[config.mk]
export PLATFORM = sky130hd
export DESIGN_NAME = uart_tx_fifo
export DESIGN_NICKNAME = d
export VERILOG_FILES = /design/src/rtl/uart_pkg.sv /design/src/rtl/uart_sync_fifo.sv /design/src/rtl/uart_tx_fifo.sv
export SDC_FILE = /design/constraint.sdc
export NUM_CORES = 1
export LEC_CHECK = 0
export CAP_MARGIN = 10
export CORE_MARGIN = 2
export CORE_UTILIZATION = 45
export DETAILED_ROUTE_END_ITERATION = 10
export PLACE_DENSITY_LB_ADDON = 0.15
export SYNTH_ARGS = -nofsm -noshare
export SYNTH_HDL_FRONTEND = slang
export SYNTH_SLANG_ARGS = --single-unit
[constraint.sdc]
create_clock -name clk -period 7 [get_ports clk]
set_clock_uncertainty 0.15 [all_clocks]
set_input_delay 1.05 -clock clk [delete_from_list [all_inputs] [get_ports clk]]
set_output_delay 1.05 -clock clk [all_outputs]
set_load 0.005 [all_outputs]
[src/rtl/uart_pkg.sv]
// Shared UART types, baud table and helpers for the TX and RX paths.
package uart_pkg;

    // Widest payload any UART frame in this codebase carries.
    localparam int unsigned MAX_DATA_WIDTH = 9;

    typedef enum logic [2:0] {
        StIdle,
        StStart,
        StData,
        StParity,
        StStop
    } uart_tx_state_t;

    typedef enum logic [1:0] {
        StopOne     = 2'b00,
        StopOneHalf = 2'b01,
        StopTwo     = 2'b10,
        StopTwoAlt  = 2'b11
    } uart_stop_t;

    // Baud rate per br code; unused codes fall back to 115200.
    localparam int unsigned BAUD_TABLE [16] = '{
        1200, 2400, 4800, 9600, 19200, 38400, 57600, 115200,
        230400, 460800, 115200, 115200, 115200, 115200, 115200, 115200
    };

    // Clock cycles per bit, floored; never zero so a bit always lasts one cycle.
    function automatic int unsigned baud_div(input int unsigned clk_freq, input logic [3:0] br);
        int unsigned div;
        div = clk_freq / BAUD_TABLE[br];
        if (div == 0) begin
            div = 1;
        end
        return div;
    endfunction

    // Even parity when odd=0, odd parity when odd=1; unused upper bits must be zero.
    function automatic logic parity_bit(input logic [MAX_DATA_WIDTH-1:0] data, input logic odd);
        return (^data) ^ odd;
    endfunction

endpackage

[src/rtl/uart_sync_fifo.sv]
// Single-clock FIFO with occupancy count; shared by the UART TX and RX paths.
// Pushes into a full FIFO and pops from an empty one are ignored.
module uart_sync_fifo #(
    parameter int unsigned WIDTH = 8,
    parameter int unsigned DEPTH = 16
) (
    input  logic                   clk,
    input  logic                   rst,
    input  logic                   push,
    input  logic [WIDTH-1:0]       wr_data,
    input  logic                   pop,
    output logic [WIDTH-1:0]       rd_data,
    output logic                   full,
    output logic                   empty,
    output logic [$clog2(DEPTH):0] level
);

    localparam int unsigned PTR_W = $clog2(DEPTH);

    logic [WIDTH-1:0] mem_q [DEPTH];
    logic [PTR_W-1:0] wr_ptr_q;
    logic [PTR_W-1:0] rd_ptr_q;
    logic [PTR_W:0]   level_q;
    logic             do_push;
    logic             do_pop;

    // Full is judged on the count alone, so a same-cycle pop never frees room for a push.
    assign full    = (level_q == (PTR_W + 1)'(DEPTH));
    assign empty   = (level_q == '0);
    assign do_push = push && !full;
    assign do_pop  = pop && !empty;
    assign rd_data = mem_q[rd_ptr_q];
    assign level   = level_q;

    // Pointers wrap naturally at the power-of-two depth; level tracks net push/pop.
    always_ff @(posedge clk) begin
        if (rst) begin
            wr_ptr_q <= '0;
            rd_ptr_q <= '0;
            level_q  <= '0;
        end else begin
            if (do_push) begin
                wr_ptr_q <= wr_ptr_q + 1'b1;
            end
            if (do_pop) begin
                rd_ptr_q <= rd_ptr_q + 1'b1;
            end
            case ({do_push, do_pop})
                2'b10:   level_q <= level_q + 1'b1;
                2'b01:   level_q <= level_q - 1'b1;
                default: level_q <= level_q;
            endcase
        end
    end

    // Storage needs no reset; only entries between the pointers are ever read.
    always_ff @(posedge clk) begin
        if (do_push) begin
            mem_q[wr_ptr_q] <= wr_data;
        end
    end

endmodule

[src/rtl/uart_tx_fifo.sv]
// Buffered UART transmitter: FIFO front end plus a serializer that drains it
// back-to-back. Line settings are captured per frame when a word is popped.
// Optional feature macro UART_TX_BREAK_EN adds a brk input that forces a line
// break between frames.
module uart_tx_fifo
    import uart_pkg::*;
#(
    parameter int unsigned DATA_WIDTH = 8,
    parameter int unsigned CLK_FREQ   = 100_000_000,
    parameter int unsigned FIFO_DEPTH = 16
) (
    input  logic                        clk,
    input  logic                        rst,
`ifdef UART_TX_BREAK_EN
    input  logic                        brk,
`endif
    input  logic [DATA_WIDTH-1:0]       s_data,
    input  logic                        s_valid,
    output logic                        s_ready,
    output logic                        signal_tx,
    output logic                        busy,
    output logic [$clog2(FIFO_DEPTH):0] fifo_level,
    input  logic [3:0]                  br,
    input  logic [1:0]                  sbl,
    input  logic                        parity_on,
    input  logic                        parity_set,
    input  logic                        seniority_h
);

    // Slowest baud sets the counter width; two stop bits need twice that.
    localparam int unsigned MAX_DIV = baud_div(CLK_FREQ, 4'd0);
    localparam int unsigned CNT_W   = $clog2(2 * MAX_DIV + 1);
    localparam int unsigned IDX_W   = $clog2(DATA_WIDTH);

    uart_tx_state_t          state_q, state_d;
    logic [CNT_W-1:0]        cnt_q, cnt_d;
    logic [IDX_W-1:0]        idx_q, idx_d;
    logic [DATA_WIDTH-1:0]   data_q, data_d;
    logic [CNT_W-1:0]        div_q, div_d;
    logic [CNT_W-1:0]        stop_q, stop_d;
    logic                    par_on_q, par_on_d;
    logic                    par_odd_q, par_odd_d;
    logic                    msb_q, msb_d;
    logic                    tx_q, tx_d;

    logic                    pop;
    logic                    load_frame;
    logic                    full;
    logic                    empty;
    logic [DATA_WIDTH-1:0]   head;
    logic [CNT_W-1:0]        div_lut [16];
    logic [CNT_W-1:0]        nf_div;
    logic [CNT_W-1:0]        nf_stop;
    logic                    brk_active;

`ifdef UART_TX_BREAK_EN
    assign brk_active = brk;
`else
    assign brk_active = 1'b0;
`endif

    uart_sync_fifo #(
        .WIDTH (DATA_WIDTH),
        .DEPTH (FIFO_DEPTH)
    ) u_fifo (
        .clk     (clk),
        .rst     (rst),
        .push    (s_valid),
        .wr_data (s_data),
        .pop     (pop),
        .rd_data (head),
        .full    (full),
        .empty   (empty),
        .level   (fifo_level)
    );

    // Divisors are elaboration-time constants, so the runtime select is a small mux.
    for (genvar i = 0; i < 16; i++) begin : g_div_lut
        assign div_lut[i] = CNT_W'(baud_div(CLK_FREQ, 4'(i)));
    end

    // Bit timing for the frame that would start now, from the live tuner inputs.
    always_comb begin
        nf_div = div_lut[br];
        case (uart_stop_t'(sbl))
            StopOne:     nf_stop = nf_div;
            StopOneHalf: nf_stop = nf_div + (nf_div >> 1);
            default:     nf_stop = nf_div + nf_div;
        endcase
    end

    // Data bit at position i of the frame, honouring the latched bit order.
    function automatic logic sel_bit(input logic [DATA_WIDTH-1:0] d, input logic [IDX_W-1:0] i,
                                     input logic msb);
        logic [IDX_W-1:0] j;
        j = msb ? (IDX_W'(DATA_WIDTH - 1) - i) : i;
        return d[j];
    endfunction

    // Serializer next state; tx_d is the line level for the cycle after the edge.
    always_comb begin
        state_d    = state_q;
        cnt_d      = cnt_q;
        idx_d      = idx_q;
        data_d     = data_q;
        div_d      = div_q;
        stop_d     = stop_q;
        par_on_d   = par_on_q;
        par_odd_d  = par_odd_q;
        msb_d      = msb_q;
        tx_d       = tx_q;
        pop        = 1'b0;
        load_frame = 1'b0;

        unique case (state_q)
            StIdle: begin
                if (brk_active) begin
                    tx_d = 1'b0;
                end else if (!empty) begin
                    load_frame = 1'b1;
                end else begin
                    tx_d = 1'b1;
                end
            end
            StStart: begin
                if (cnt_q == '0) begin
                    state_d = StData;
                    idx_d   = IDX_W'(0);
                    cnt_d   = div_q - 1'b1;
                    tx_d    = sel_bit(data_q, IDX_W'(0), msb_q);
                end else begin
                    cnt_d = cnt_q - 1'b1;
                end
            end
            StData: begin
                if (cnt_q == '0) begin
                    cnt_d = div_q - 1'b1;
                    if (idx_q == IDX_W'(DATA_WIDTH - 1)) begin
                        if (par_on_q) begin
                            state_d = StParity;
                            tx_d    = parity_bit(MAX_DATA_WIDTH'(data_q), par_odd_q);
                        end else begin
                            state_d = StStop;
                            tx_d    = 1'b1;
                            cnt_d   = stop_q - 1'b1;
                        end
                    end else begin
                        idx_d = idx_q + 1'b1;
                        tx_d  = sel_bit(data_q, idx_q + 1'b1, msb_q);
                    end
                end else begin
                    cnt_d = cnt_q - 1'b1;
                end
            end
            StParity: begin
                if (cnt_q == '0) begin
                    state_d = StStop;
                    tx_d    = 1'b1;
                    cnt_d   = stop_q - 1'b1;
                end else begin
                    cnt_d = cnt_q - 1'b1;
                end
            end
            StStop: begin
                if (cnt_q == '0) begin
                    // Chain straight into the next start bit; a pending break waits in idle.
                    if (!brk_active && !empty) begin
                        load_frame = 1'b1;
                    end else begin
                        state_d = StIdle;
                        tx_d    = 1'b1;
                    end
                end else begin
                    cnt_d = cnt_q - 1'b1;
                end
            end
            default: begin
                state_d = StIdle;
                tx_d    = 1'b1;
            end
        endcase

        // Pop the head word and freeze the line settings for the whole frame.
        if (load_frame) begin
            pop       = 1'b1;
            state_d   = StStart;
            tx_d      = 1'b0;
            cnt_d     = nf_div - 1'b1;
            idx_d     = IDX_W'(0);
            data_d    = head;
            div_d     = nf_div;
            stop_d    = nf_stop;
            par_on_d  = parity_on;
            par_odd_d = parity_set;
            msb_d     = seniority_h;
        end
    end

    // Serializer state and registered line output; reset abandons any partial frame.
    always_ff @(posedge clk) begin
        if (rst) begin
            state_q   <= StIdle;
            cnt_q     <= '0;
            idx_q     <= '0;
            data_q    <= '0;
            div_q     <= '0;
            stop_q    <= '0;
            par_on_q  <= 1'b0;
            par_odd_q <= 1'b0;
            msb_q     <= 1'b0;
            tx_q      <= 1'b1;
        end else begin
            state_q   <= state_d;
            cnt_q     <= cnt_d;
            idx_q     <= idx_d;
            data_q    <= data_d;
            div_q     <= div_d;
            stop_q    <= stop_d;
            par_on_q  <= par_on_d;
            par_odd_q <= par_odd_d;
            msb_q     <= msb_d;
            tx_q      <= tx_d;
        end
    end

    assign signal_tx = tx_q;
    assign s_ready   = !full;
    assign busy      = (state_q != StIdle) || !empty;

endmodule
==> metrics <==
Total Routing Usage GR=0.2280; Critical Path Fanout Max=12; hold path depth=2; Slew headroom=0.2492; final core utilization=0.5057; Worst R2R Start=cnt_q[0]; largest net degree at the start of global routing=74; share of cells above drive strength 1=0.09572; post_cts resized=0; reg2reg setup slack=3.23 ns; Leak=4.577 nW; critical path class=in -> reg; # rows=59; Post-synth EDFFs=128; synthesized flop and latch total=212; CP Launch Type=input port; initial core utilization=0.4605; R2R Path End=u_fifo.level[4]; number of global-route vias before repair=8698; worst-path cell chain=clkdlybuf4s50_1, inv_1, ha_1, mux2i_1, nor2_1, nand2_1, o21ai_0, ha_1, fa_1, a21o_1, a221o_1, a31oi_1, o221ai_1, xnor2_1, a2111oi_0; Hold EP=idx_q[1]; Root Driver=clkbuf_16; commonest cells after routing, fill and taps aside=nand2_1, edfxtp_1, nor2_1, dfxtp_1, a21oi_1; die area=28070 um^2; H-tree Lvls=1; cts hold-fix bufs=0; CTS tree=built; Mean Syn Cell Area=10.17 um^2; first-pass detailed-route iteration total=6; multi-input logic area=6086 um^2; Achievable Freq=198.5 MHz; gpl congestion=0.8911; Worst-Margin Slew=1.126 ns; CTS Buffer Depth=3; Crit. End Element=flop; via count=9305; max-cap violation count=0; clk_lat worst skew=0.54 ns; DR vias/cell=6.098; initial antenna violation count=0; critical path depth=15; CORE AREA=26130 um^2; Post-Syn Nets=1242; Gate Count Post-Synth=1183; Synth async-reset ratio=0; IO buf count=27; final hold vios=0; Primary FF master, synth=edfxtp_1; status=finished clean; Synth-to-Final Area Change=9.804%; worst endpoint data arrival time=5.31 ns; 1st-iter DRT viols=924; hold crit path type=reg -> reg; first-pass GRT wire length=50470 um; Diodes inserted=0; CP most frequent cell=ha_1; pwr dens=376.3 nW/um^2; Max Transition Viols Final=0; Slowest-stage cell, CP=clkdlybuf4s50_1; Crit path max-delay family=compound AO/OA/AOI/OAI gates; mapped cell area=12040 um^2; R2R depth=15; clk sinks=212; Routed Antenna Nets=0; final routed DRC violation total=0; slowest stage delay, CP=0.76 ns; synth unique cells=83; RSZ-0062 raised after global routing=no; Layout fillers=2397; HPWL Detailed=22550 um; # IOs=28; YS warnings=0; Detailed Route WL=32080 um; sequential share of the synthesized area=0.4591; Setup-failing EPs final=0; Worst EP required=7.27 ns; post-route setup TNS=0 ns; Wirelength per Cell=21.02 um; width of the die=167.5 um; CTS Buf Count=23; fin nets=1235; min Tclk post-route=5.037 ns; postcts setup bufs=0; period utilization=0.7195; die height=167.5 um; FF+latch area=5527 um^2; GR Overflow Total=0; VDD IR max=220.5 uV; Buf/Inv on CP=2; Reg clk slew, reported paths=0.06 ns; worst hold start=idx_q[1]
[metal layers]
| layer | track usage | up-vias | share of wire |
|---|---|---|---|
| met5 | 0 | - | 0 |
| li1 | - | 4424 | - |
| met4 | 0.06389 | 0 | 0.029 |
| met3 | 0.03096 | 66 | 0.070 |
| met1 | 0.3228 | 4472 | 0.44 |
| met2 | 0.3695 | 343 | 0.46 |
[worst max path at each step]
stage | end | from
5_1_grt | stop_q[14] | br[0]
4_1_cts | stop_q[14] | br[0]
3_3_place_gp | stop_q[14] | br[0]
2_1_floorplan | stop_q[14] | br[0]
3_5_place_dp | stop_q[17] | br[0]
6_report | stop_q[14] | br[0]
[Yosys cell counts, types with 5 or more instances]
cell type,instances,area [um^2]
mux2i_1,9,90.09
a21oi_1,71,355.3
or3_1,14,87.58
a221oi_1,8,70.07
nor4_1,14,87.58
o21ai_0,50,250.2
a31oi_1,8,50.05
nand3_1,25,125.1
nor3b_1,6,45.04
ha_1,38,475.5
nand2_1,128,480.5
o211ai_1,6,45.04
a311oi_1,8,70.07
o221ai_1,6,52.55
or2_2,6,37.54
nor3_1,44,220.2
edfxtp_1,128,3844
xnor2_1,36,315.3
a21o_1,11,82.58
nor2_1,111,416.7
nand4_1,16,100.1
xor2_1,36,315.3
or4_1,10,75.07
a211oi_1,26,195.2
a22oi_1,6,45.04
nor2b_1,9,56.30
buf_1,7,26.28
o22ai_1,13,81.33
mux4_2,40,900.9
nand2b_1,12,75.07
dfxtp_1,84,1682
inv_1,33,123.9
and2_1,5,31.28
buf_2,13,65.06
o31ai_1,7,52.55
clkbuf_1,53,198.9
[metrics by stage]
stage	hold slack [ns]	cell area [um^2]	power (mW)	instances	setup slack (ns)
3_3_place_gp	0.2977	12540	3.832	1486	1.558
4_1_cts	0.3123	13220	4.972	1526	2.019
6_report	0.3088	13220	4.973	1526	1.963
5_1_grt	0.3420	13220	5.274	1526	1.676
3_5_place_dp	0.3058	12540	3.841	1486	1.477
2_1_floorplan	0.2856	12040	3.261	1183	2.345
[cells by family (layout without fill, tap and decap cells)]
| group | after synthesis | in the layout | share of synthesized area |
|---|---|---|---|
| XOR/XNOR | 73 | 73 | 0.05427 |
| adder cells (fa/ha/maj) | 39 | 39 | 0.04117 |
| multiplexers | 51 | 51 | 0.08421 |
| AND/OR/NAND/NOR | 429 | 429 | 0.1766 |
| AO/OA/AOI/OAI | 270 | 270 | 0.1490 |
| flip-flops | 212 | 212 | 0.4591 |
| buffers and inverters | 109 | 117 | 0.03566 |
[layout make-up]
class / instances / area share
Inverter: 35 / 0.009941
Clock buffer: 31 / 0.04658
Tap cell: 335 / 0.03172
Multi-Input combinational cell: 862 / 0.4605
Sequential cell: 212 / 0.4182
Timing Repair Buffer: 42 / 0.02859
Clock inverter: 9 / 0.004450
[report_power, final]
group / switching (mW) / internal (mW) / leakage (nW)
Sequential: 0.218 / 1.49 / 1.85
Combinational: 1.28 / 0.861 / 2.41
Clock: 0.504 / 0.618 / 0.321
[state kept, by name, indices dropped and copies added (netlist names), 3 cells and up]
register and count:
idx_q 3, cnt_q 18, u_fifo.level 5, div_q 17, u_fifo.mem_q 128, state_q 3
stop_q 18, u_fifo.rd_ptr_q 4, u_fifo.wr_ptr_q 4, data_q 8
[worst register-to-register path: stages, from the launching register on]
cell and delay [ns]:
dfxtp_1 0.35, inv_1 0.11, ha_1 0.23, nor2b_1 0.28, nand4_1 0.25, o21ai_1 0.21
buf_4 0.22, nand2_2 0.10, inv_2 0.09, buf_4 0.56, ha_1 0.37, o221ai_1 0.16
a21o_1 0.21, a21oi_1 0.17, xnor2_1 0.14, nor2_1 0.05
No activity file was read; power rests on OpenSTA's default activity.
